[config.mk]
export PLATFORM = sky130hd
export DESIGN_NAME = ccff_chain_loader
export DESIGN_NICKNAME = d
export VERILOG_FILES = /design/src/rtl/ccff_loader_pkg.sv /design/src/rtl/ccff_word_serializer.sv /design/src/rtl/ccff_chain_loader.sv
export SDC_FILE = /design/constraint.sdc
export NUM_CORES = 1
export LEC_CHECK = 0
export BUFFER_PORTS_ARGS = -buffer_cell sky130_fd_sc_hd__buf_4
export CORE_UTILIZATION = 55
export CTS_CLUSTER_DIAMETER = 50
export DETAILED_ROUTE_END_ITERATION = 12
export HOLD_SLACK_MARGIN = 0.15
export PLACE_DENSITY_LB_ADDON = 0.3
export SYNTH_ARGS = -nofsm -noshare
export SYNTH_HDL_FRONTEND = slang
export SYNTH_SLANG_ARGS = --single-unit
[constraint.sdc]
create_clock -name prog_clk -period 2.64 [get_ports prog_clk]
set_clock_uncertainty 0.2 [all_clocks]
set_input_delay 0.396 -clock prog_clk [delete_from_list [all_inputs] [get_ports prog_clk]]
set_output_delay 0.396 -clock prog_clk [all_outputs]
set_load 0.1 [all_outputs]
[src/rtl/ccff_loader_pkg.sv]
// rtl/ccff_loader_pkg.sv - shared types and sizing helper for the ccff chain loader
package ccff_loader_pkg;

  typedef enum logic [1:0] {
    ST_IDLE = 2'd0,
    ST_LOAD = 2'd1,
    ST_DONE = 2'd2
  } state_e;

  // Bitstream words needed to cover the chain; the last one may be partial.
  function automatic int unsigned words_needed(input int unsigned chain_len,
                                               input int unsigned word_w);
    return (chain_len + word_w - 1) / word_w;
  endfunction

endpackage

[src/rtl/ccff_word_serializer.sv]
// rtl/ccff_word_serializer.sv - holds one bitstream word and presents it MSB-first to the chain head
module ccff_word_serializer #(
  parameter int WORD_W = 8
) (
  input  logic              clk_i,
  input  logic              rst_i,
  input  logic              clear_i,
  input  logic              enable_i,
  input  logic              room_i,
  input  logic [WORD_W-1:0] data_i,
  input  logic              valid_i,
  output logic              ready_o,
  output logic              shift_o,
  output logic              head_o
);

  localparam int IDX_W = (WORD_W > 1) ? $clog2(WORD_W) : 1;
  localparam logic [IDX_W-1:0] IDX_LAST = IDX_W'(WORD_W - 1);

  logic [WORD_W-1:0] word_q, word_d;
  logic [IDX_W-1:0]  idx_q, idx_d;
  logic              have_q, have_d;
  logic              last_bit;
  logic              accept;

  assign last_bit = (idx_q == IDX_LAST);
  assign shift_o  = enable_i && have_q;
  // A new word may land on the same edge the current word's last bit leaves.
  assign ready_o  = enable_i && room_i && (!have_q || (shift_o && last_bit));
  assign accept   = valid_i && ready_o;
  assign head_o   = word_q[IDX_LAST - idx_q];

  always_comb begin
    word_d = word_q;
    idx_d  = idx_q;
    have_d = have_q;
    if (clear_i) begin
      have_d = 1'b0;
      idx_d  = '0;
    end else if (accept) begin
      word_d = data_i;
      have_d = 1'b1;
      idx_d  = '0;
    end else if (shift_o) begin
      if (last_bit) begin
        have_d = 1'b0;
        idx_d  = '0;
      end else begin
        idx_d = idx_q + IDX_W'(1);
      end
    end
  end

  always_ff @(posedge clk_i or posedge rst_i) begin
    if (rst_i) begin
      word_q <= '0;
      idx_q  <= '0;
      have_q <= 1'b0;
    end else begin
      word_q <= word_d;
      idx_q  <= idx_d;
      have_q <= have_d;
    end
  end

endmodule

[src/rtl/ccff_chain_loader.sv]
// rtl/ccff_chain_loader.sv - loads one ccff chain from a word stream and accumulates tail readback parity
module ccff_chain_loader
  import ccff_loader_pkg::*;
#(
  parameter int WORD_W    = 8,
  parameter int CHAIN_LEN = 1024,
  parameter int CNT_W     = $clog2(CHAIN_LEN + 1)
) (
  input  logic              prog_clk,
  input  logic              pReset,
  input  logic              start,
  input  logic              abort,
  input  logic [WORD_W-1:0] cfg_data,
  input  logic              cfg_valid,
  output logic              cfg_ready,
  output logic              ccff_head,
  output logic              ccff_shift_en,
  input  logic              ccff_tail,
  output logic              busy,
  output logic              done,
  output logic [CNT_W-1:0]  bits_shifted,
  output logic              readback_parity
);

  localparam int WORDS = int'(words_needed(CHAIN_LEN, WORD_W));
  localparam int WL_W  = $clog2(WORDS + 1);
  localparam logic [CNT_W-1:0] LAST_SHIFT = CNT_W'(CHAIN_LEN - 1);
  localparam logic [WL_W-1:0]  WORDS_INIT = WL_W'(WORDS);

  state_e           state_q, state_d;
  logic [WL_W-1:0]  words_left_q, words_left_d;
  logic [CNT_W-1:0] bits_q, bits_d;
  logic             parity_q, parity_d;
  logic             in_load;
  logic             load_go;
  logic             finish;
  logic             accept;
  logic             ser_clear;

  assign in_load = (state_q == ST_LOAD);
  assign accept  = cfg_valid && cfg_ready;
  assign finish  = in_load && ccff_shift_en && (bits_q == LAST_SHIFT);
  assign load_go = start && !abort && !in_load;
  // Dropping the held word on finish discards the unused LSBs of a partial last word.
  assign ser_clear = abort || load_go || finish;

  ccff_word_serializer #(
    .WORD_W (WORD_W)
  ) u_serializer (
    .clk_i    (prog_clk),
    .rst_i    (pReset),
    .clear_i  (ser_clear),
    .enable_i (in_load),
    .room_i   (words_left_q != '0),
    .data_i   (cfg_data),
    .valid_i  (cfg_valid),
    .ready_o  (cfg_ready),
    .shift_o  (ccff_shift_en),
    .head_o   (ccff_head)
  );

  always_comb begin
    state_d      = state_q;
    words_left_d = words_left_q;
    bits_d       = bits_q;
    parity_d     = parity_q;
    if (abort) begin
      state_d = ST_IDLE;
    end else if (load_go) begin
      state_d      = ST_LOAD;
      words_left_d = WORDS_INIT;
      bits_d       = '0;
      parity_d     = 1'b0;
    end else if (in_load) begin
      if (accept) begin
        words_left_d = words_left_q - WL_W'(1);
      end
      if (ccff_shift_en) begin
        bits_d   = bits_q + CNT_W'(1);
        parity_d = parity_q ^ ccff_tail;
      end
      if (finish) begin
        state_d = ST_DONE;
      end
    end
  end

  always_ff @(posedge prog_clk or posedge pReset) begin
    if (pReset) begin
      state_q      <= ST_IDLE;
      words_left_q <= '0;
      bits_q       <= '0;
      parity_q     <= 1'b0;
    end else begin
      state_q      <= state_d;
      words_left_q <= words_left_d;
      bits_q       <= bits_d;
      parity_q     <= parity_d;
    end
  end

  assign busy            = in_load;
  assign done            = (state_q == ST_DONE);
  assign bits_shifted    = bits_q;
  assign readback_parity = parity_q;

endmodule

==> results of run 1 <==
## registers in the layout, indices dropped and copies added (netlist names)
register	flops
u_serializer.have_q	1
readback_parity	1
state_q	2
u_serializer.word_q	8
u_serializer.idx_q	3
bits_shifted	11
words_left_q	8
## power groups by stage
stage               Combinational, mW  Clock [mW]  Sequential, mW
floorplan                       0.335           0           0.673
global placement                0.405           0           0.677
detailed placement              0.422           0           0.688
CTS                             0.437       0.367           0.678
global route                    0.474       0.385           0.688
finish                          0.436       0.356           0.679
## layer usage
| layer | vias to the layer above | GRT usage | share of wire |
|---|---|---|---|
| met5 | - | 0 | 0 |
| met4 | 0 | 0.113 | 0.016 |
| met3 | 7 | 0.0655 | 0.055 |
| met2 | 33 | 0.401 | 0.51 |
| met1 | 655 | 0.302 | 0.42 |
| li1 | 662 | - | - |
## cells by family after synthesis
kind of cell | count (synthesis) | synth area share
AO/OA/AOI/OAI | 11 | 0.0549
AND/OR/NAND/NOR | 75 | 0.241
flip-flops | 34 | 0.467
multiplexers | 14 | 0.114
buffers and inverters | 10 | 0.0220
XOR/XNOR | 14 | 0.0673
adder cells (fa/ha/maj) | 5 | 0.0343
## per-stage QoR
| step | cells | util | setup WS [ns] | hold WS, ns | instance area, um^2 |
|---|---|---|---|---|---|
| after detailed placement | 237 | 0.680 | 0.469 | 0.223 | 2110 |
| after global routing | 254 | 0.735 | 0.0181 | 0.188 | 2280 |
| after global placement | 237 | 0.680 | 0.545 | 0.205 | 2110 |
| after CTS | 254 | 0.734 | 0.0666 | 0.153 | 2280 |
| after floorplan | 163 | - | 0.0715 | 0.265 | 1820 |
| final | 254 | 0.735 | 0.151 | 0.175 | 2280 |
## final cells by class
type	count	area, um^2
fillers	229	821
clock buffers	8	78.8
inverters	8	31.3
multi-input cells	119	932
well taps	44	55.1
flip-flops and latches	34	851
repair buffers	41	334
## how the worst max path moves through the flow
| stage | startpoint | to | slack [ns] | cells after the start |
|---|---|---|---|---|
| finish | u_serializer.idx_q[0]$_DFFE_PP0P_ | cfg_ready | 0.15 | 6 |
| global route | u_serializer.idx_q[0]$_DFFE_PP0P_ | cfg_ready | 0.02 | 6 |
| CTS | u_serializer.idx_q[0]$_DFFE_PP0P_ | cfg_ready | 0.07 | 6 |
| detailed placement | u_serializer.idx_q[0]$_DFFE_PP0P_ | cfg_ready | 0.47 | 6 |
| global placement | u_serializer.idx_q[0]$_DFFE_PP0P_ | cfg_ready | 0.54 | 6 |
| floorplan | bits_shifted[5]$_DFFE_PP0P_ | u_serializer.word_q[0]$_DFFE_PP0P_ | 0.07 | 5 |
## timing repair
| item | CTS | global route |
|---|---|---|
| hold buffers | 9 | 0 |
| endpoints found under the setup margin | 0 | 1 |
| gates resized for setup | 0 | 1 |
| hold endpoints to repair | 19 | 0 |
## cells in the mapped netlist (all sizes together) (3+ instances only)
library cell	count	area [um^2]
dfrtp	34	851
nand2	22	82.6
nor2	20	82.6
xnor2	12	105
mux2	10	143
nor3	9	50.1
inv	7	26.3
nand3	6	42.5
ha	5	62.6
nor4	5	46.3
a21oi	4	20.0
nand4	3	31.3
## worst max-delay path: stages, from the launching register on
cell      delay [ns]
dfrtp_1         0.48
ha_1            0.20
ha_1            0.22
nand2b_1        0.16
nand2_1         0.11
nor2_4          0.14
buf_6           0.24
==> results.yml, run 1 <==
routing:
  wl_per_cell_um: 14.5
  ant_nets: 0
  drt_iter0_markers: 97
  drc_errors: 0
  via_count: 1357
  firstDrtPassIters: 4
  wl_um: 3690
  avgViaCountPerCell: 5.34
timing:
  hold_viol: 0
  setup_tns_ns: 0
  slew_viol_final: 0
  min_period_ns: 2.49
  relSlewSlack: 0.597
  setup_viol: 0
  finalCritPeriodShare: 0.943
  tightest_slew_ns: 0.602
  rsz0062_at_grt: "false"
  max_freq_mhz: 402
power_and_ir_drop:
  p_leak_nw: 1.10
  p_int_uw: 993
  p_total_mw: 1.47
  pwr-share-seq: 0.462
  pwr-share-clk: 0.242
  ir_drop_v: 0.000418
  p_per_area_nw_per_um2: 645
  comb_power_share: 0.296
  p_switching_uw: 478
  p_sw_frac: 0.325
global_routing:
  grt_pass1_wl_um: 6260
  grt_use_total: 0.245
  grt_start_max_net_pins: 24
  antenna_found_initial: 0
  grt_pass1_vias: 1335
  grt-ovfl-total: 0
logic_synthesis:
  syn_area_um2: 1820
  ys_seq_elements: 34
  synth_nets: 182
  ys_async_sr_fraction: 1.00
  synth.avg_cell_area_um2: 11.2
  ys.warnings.count: 0
  synth_ff_type: "dfrtp_1"
  synth-edff-count: 0
  synth-seq-area-share: 0.467
  ys_types: 41
  syn_inst: 163
clocking:
  cts_tree: "built"
  insertion_delay_ns: 0.34
  cts_buffer_depth: 2
  cts_made_buffers: 5
  clock-sinks: 34
  clock_tree.root_cell: "clkbuf_4"
  post_cts_buffers: 0
  cts.htree.levels: 2
  clkSlewWorstSetupHoldPaths_ns: 0.10
worst_setup_path:
  worstRegToRegCells: 7
  crit_required_ns: 2.04
  r2r_end: "words_left_q[4]$_DFFE_PP0P_"
  ff2ff_setup_slack_ns: 0.44
  r2r-start: "u_serializer.idx_q[0]$_DFFE_PP0P_"
  arrival_ns: 1.89
  endpoint_kind: "output port"
  path_class: "flip-flop to output port"
  startpoint_type: "flip-flop"
  worstPathMaxFanout: 5
die:
  core_area_um2: 3100
  dieArea_um2: 3550
  dieWidth_um: 59.6
  die_h_um: 59.6
  ios: 31
  rows: 20
  start_util: 0.587
worst_hold_path:
  whs_path_depth: 4
  min-delay-start: "abort"
  hold_end: "state_q[0]$_DFFE_PP0P_"
  hold_path_class: "primary input to flip-flop"
finish:
  final_common_cell: "dfrtp_1"
  fin_nets: 228
  area_growth_pct: 25.2
  drive_gt1_frac: 0.310
  layout_common_cells: "dfrtp_1, buf_4, nand2_1"
  insertedDiodeCount: 0
place:
  io_buffer_count: 30
  dp_hpwl_um: 2710
  routabilityCongestion: 0.820
run_status:
  status: "completed"
flow_run:
  cap_violations: 0
No activity file was read; power rests on OpenSTA's default activity.
==> inputs of run 2 (changes only) <==
==> constraint.sdc (replaced) <==
create_clock -name prog_clk -period 2.64 [get_ports prog_clk]
set_clock_uncertainty 0.2 [all_clocks]
set_input_delay 0 -clock prog_clk [delete_from_list [all_inputs] [get_ports prog_clk]]
set_output_delay 0 -clock prog_clk [all_outputs]
set_load 0.1 [all_outputs]
==> results.yml, run 2 (same netlist as run 1, synthesis figures left out) <==
global_routing:
  grt_pass1_wl_um: 6600
  grt_use_total: 0.263
  grt_pass1_vias: 1402
  grt-ovfl-total: 0
  antenna_found_initial: 0
  grt_start_max_net_pins: 35
timing:
  slew_viol_final: 0
  max_freq_mhz: 413
  min_period_ns: 2.42
  hold_viol: 0
  setup_tns_ns: 0
  relSlewSlack: 0.613
  rsz0062_at_grt: "false"
  tightest_slew_ns: 0.579
  setup_viol: 0
  finalCritPeriodShare: 0.917
routing:
  firstDrtPassIters: 4
  wl_per_cell_um: 15.8
  via_count: 1379
  avgViaCountPerCell: 5.26
  wl_um: 4150
  drc_errors: 0
  ant_nets: 0
  drt_iter0_markers: 43
clocking:
  post_cts_buffers: 0
  cts_tree: "built"
  clock-sinks: 34
  cts_made_buffers: 5
  cts_buffer_depth: 2
  insertion_delay_ns: 0.36
  clkSlewWorstSetupHoldPaths_ns: 0.12
  cts.htree.levels: 2
  clock_tree.root_cell: "clkbuf_4"
worst_setup_path:
  arrival_ns: 2.47
  crit_start: "state_q[0]$_DFFE_PP0P_"
  crit_chain: "nand2b_4 -> nand2_1 -> nor2_1 -> buf_4 -> nor2_1 -> dlygate4sd3_1"
  crit_cells: 6
  r2r-start: "state_q[0]$_DFFE_PP0P_"
  worstPathMaxFanout: 9
  path_class: "flip-flop to flip-flop"
  critPathSlowestCell: "dlygate4sd3_1"
  worstRegToRegCells: 6
  endpoint_kind: "flip-flop"
  startpoint_type: "flip-flop"
  crit_required_ns: 2.69
  r2r_end: "readback_parity$_DFFE_PP0P_"
  path_common_cell: "nor2_1"
  cp_top_family: "buffers and inverters"
  max_stage_delay_ns: 0.57
  ff2ff_setup_slack_ns: 0.22
  crit_buf_inv: 2
  critPathCapture: "readback_parity$_DFFE_PP0P_"
die:
  dieWidth_um: 59.6
  ios: 31
  rows: 20
  start_util: 0.587
  core_area_um2: 3100
  dieArea_um2: 3550
  die_h_um: 59.6
power_and_ir_drop:
  ir_drop_v: 0.000406
  p_leak_nw: 1.13
  p_per_area_nw_per_um2: 641
finish:
  final_common_cell: "dfrtp_1"
  insertedDiodeCount: 0
  n_fill_cell: 221
  fin_nets: 236
  design_area_um2: 2360
  largest_reg_flops: 11
  drive_gt1_frac: 0.303
  area_growth_pct: 29.4
  layout_common_cells: "dfrtp_1, buf_4, nand2_1"
place:
  dp_hpwl_um: 2640
  routabilityCongestion: 0.800
  post_dp_cell_area_um2: 2110
  io_buffer_count: 30
worst_hold_path:
  hold_path_class: "primary input to flip-flop"
run_status:
  status: "completed"
flow_run:
  cap_violations: 0
run 2: cell type report:
class                   instances  area, um^2  share of cell area
inverters                       8        31.3              0.0133
well taps                      44        55.1              0.0233
clock inverters                 3        40.0              0.0170
repair buffers                 49         410               0.174
flip-flops and latches         34         852               0.361
multi-input cells             119         932               0.395
clock buffers                   5        37.5              0.0159
run 2: stage by stage:
| stage | setup slack, ns | power, mW | instances | hold WS [ns] | utilization |
|---|---|---|---|---|---|
| 6_report | 0.220 | 1.51 | 262 | 0.213 | 0.760 |
| 5_1_grt | 0.0602 | 1.58 | 262 | 0.218 | 0.760 |
| 4_1_cts | 0.139 | 1.51 | 262 | 0.208 | 0.760 |
| 3_5_place_dp | 0.538 | 1.11 | 237 | -0.0725 | 0.680 |
| 3_3_place_gp | 0.620 | 1.09 | 237 | -0.0855 | 0.680 |
| 2_1_floorplan | 0.0715 | 1.01 | 163 | -0.0584 | - |
run 2: tightest hold or removal path, cell delays in order:
cell and delay (ns):
dlygate4sd3_1 0.53, buf_4 0.10, mux2_4 0.12
run 2: how the worst min path moves through the flow:
| stage | from | to | slack (ns) | depth (start not counted) |
|---|---|---|---|---|
| CTS | cfg_data[0] | u_serializer.word_q[0]$_DFFE_PP0P_ | 0.21 | 3 |
| detailed placement | pReset | u_serializer.word_q[3]$_DFFE_PP0P_ | -0.07 | 3 |
| global placement | pReset | u_serializer.word_q[3]$_DFFE_PP0P_ | -0.09 | 3 |
| finish | cfg_data[1] | u_serializer.word_q[1]$_DFFE_PP0P_ | 0.21 | 3 |
| global route | cfg_data[0] | u_serializer.word_q[0]$_DFFE_PP0P_ | 0.22 | 3 |
| floorplan | pReset | bits_shifted[0]$_DFFE_PP0P_ | -0.06 | 1 |
run 2: report_power, final:
| part | switching [mW] | internal (mW) |
|---|---|---|
| logic | 0.241 | 0.208 |
| clock network | 0.186 | 0.196 |
| registers | 0.0710 | 0.609 |
run 2: timing repair:
item | in CTS | in global routing
setup endpoints to repair | 0 | 1
hold buffers | 17 | 0
endpoints found under the hold margin | 68 | 0
resized for setup | 0 | 1
run 2: per-layer routing:
layer	track usage	vias up	wire length (um)
met5	0	-	0
met4	0.0963	0	73
met3	0.0677	8	181
met2	0.451	38	2150
met1	0.319	661	1740
li1	-	672	-
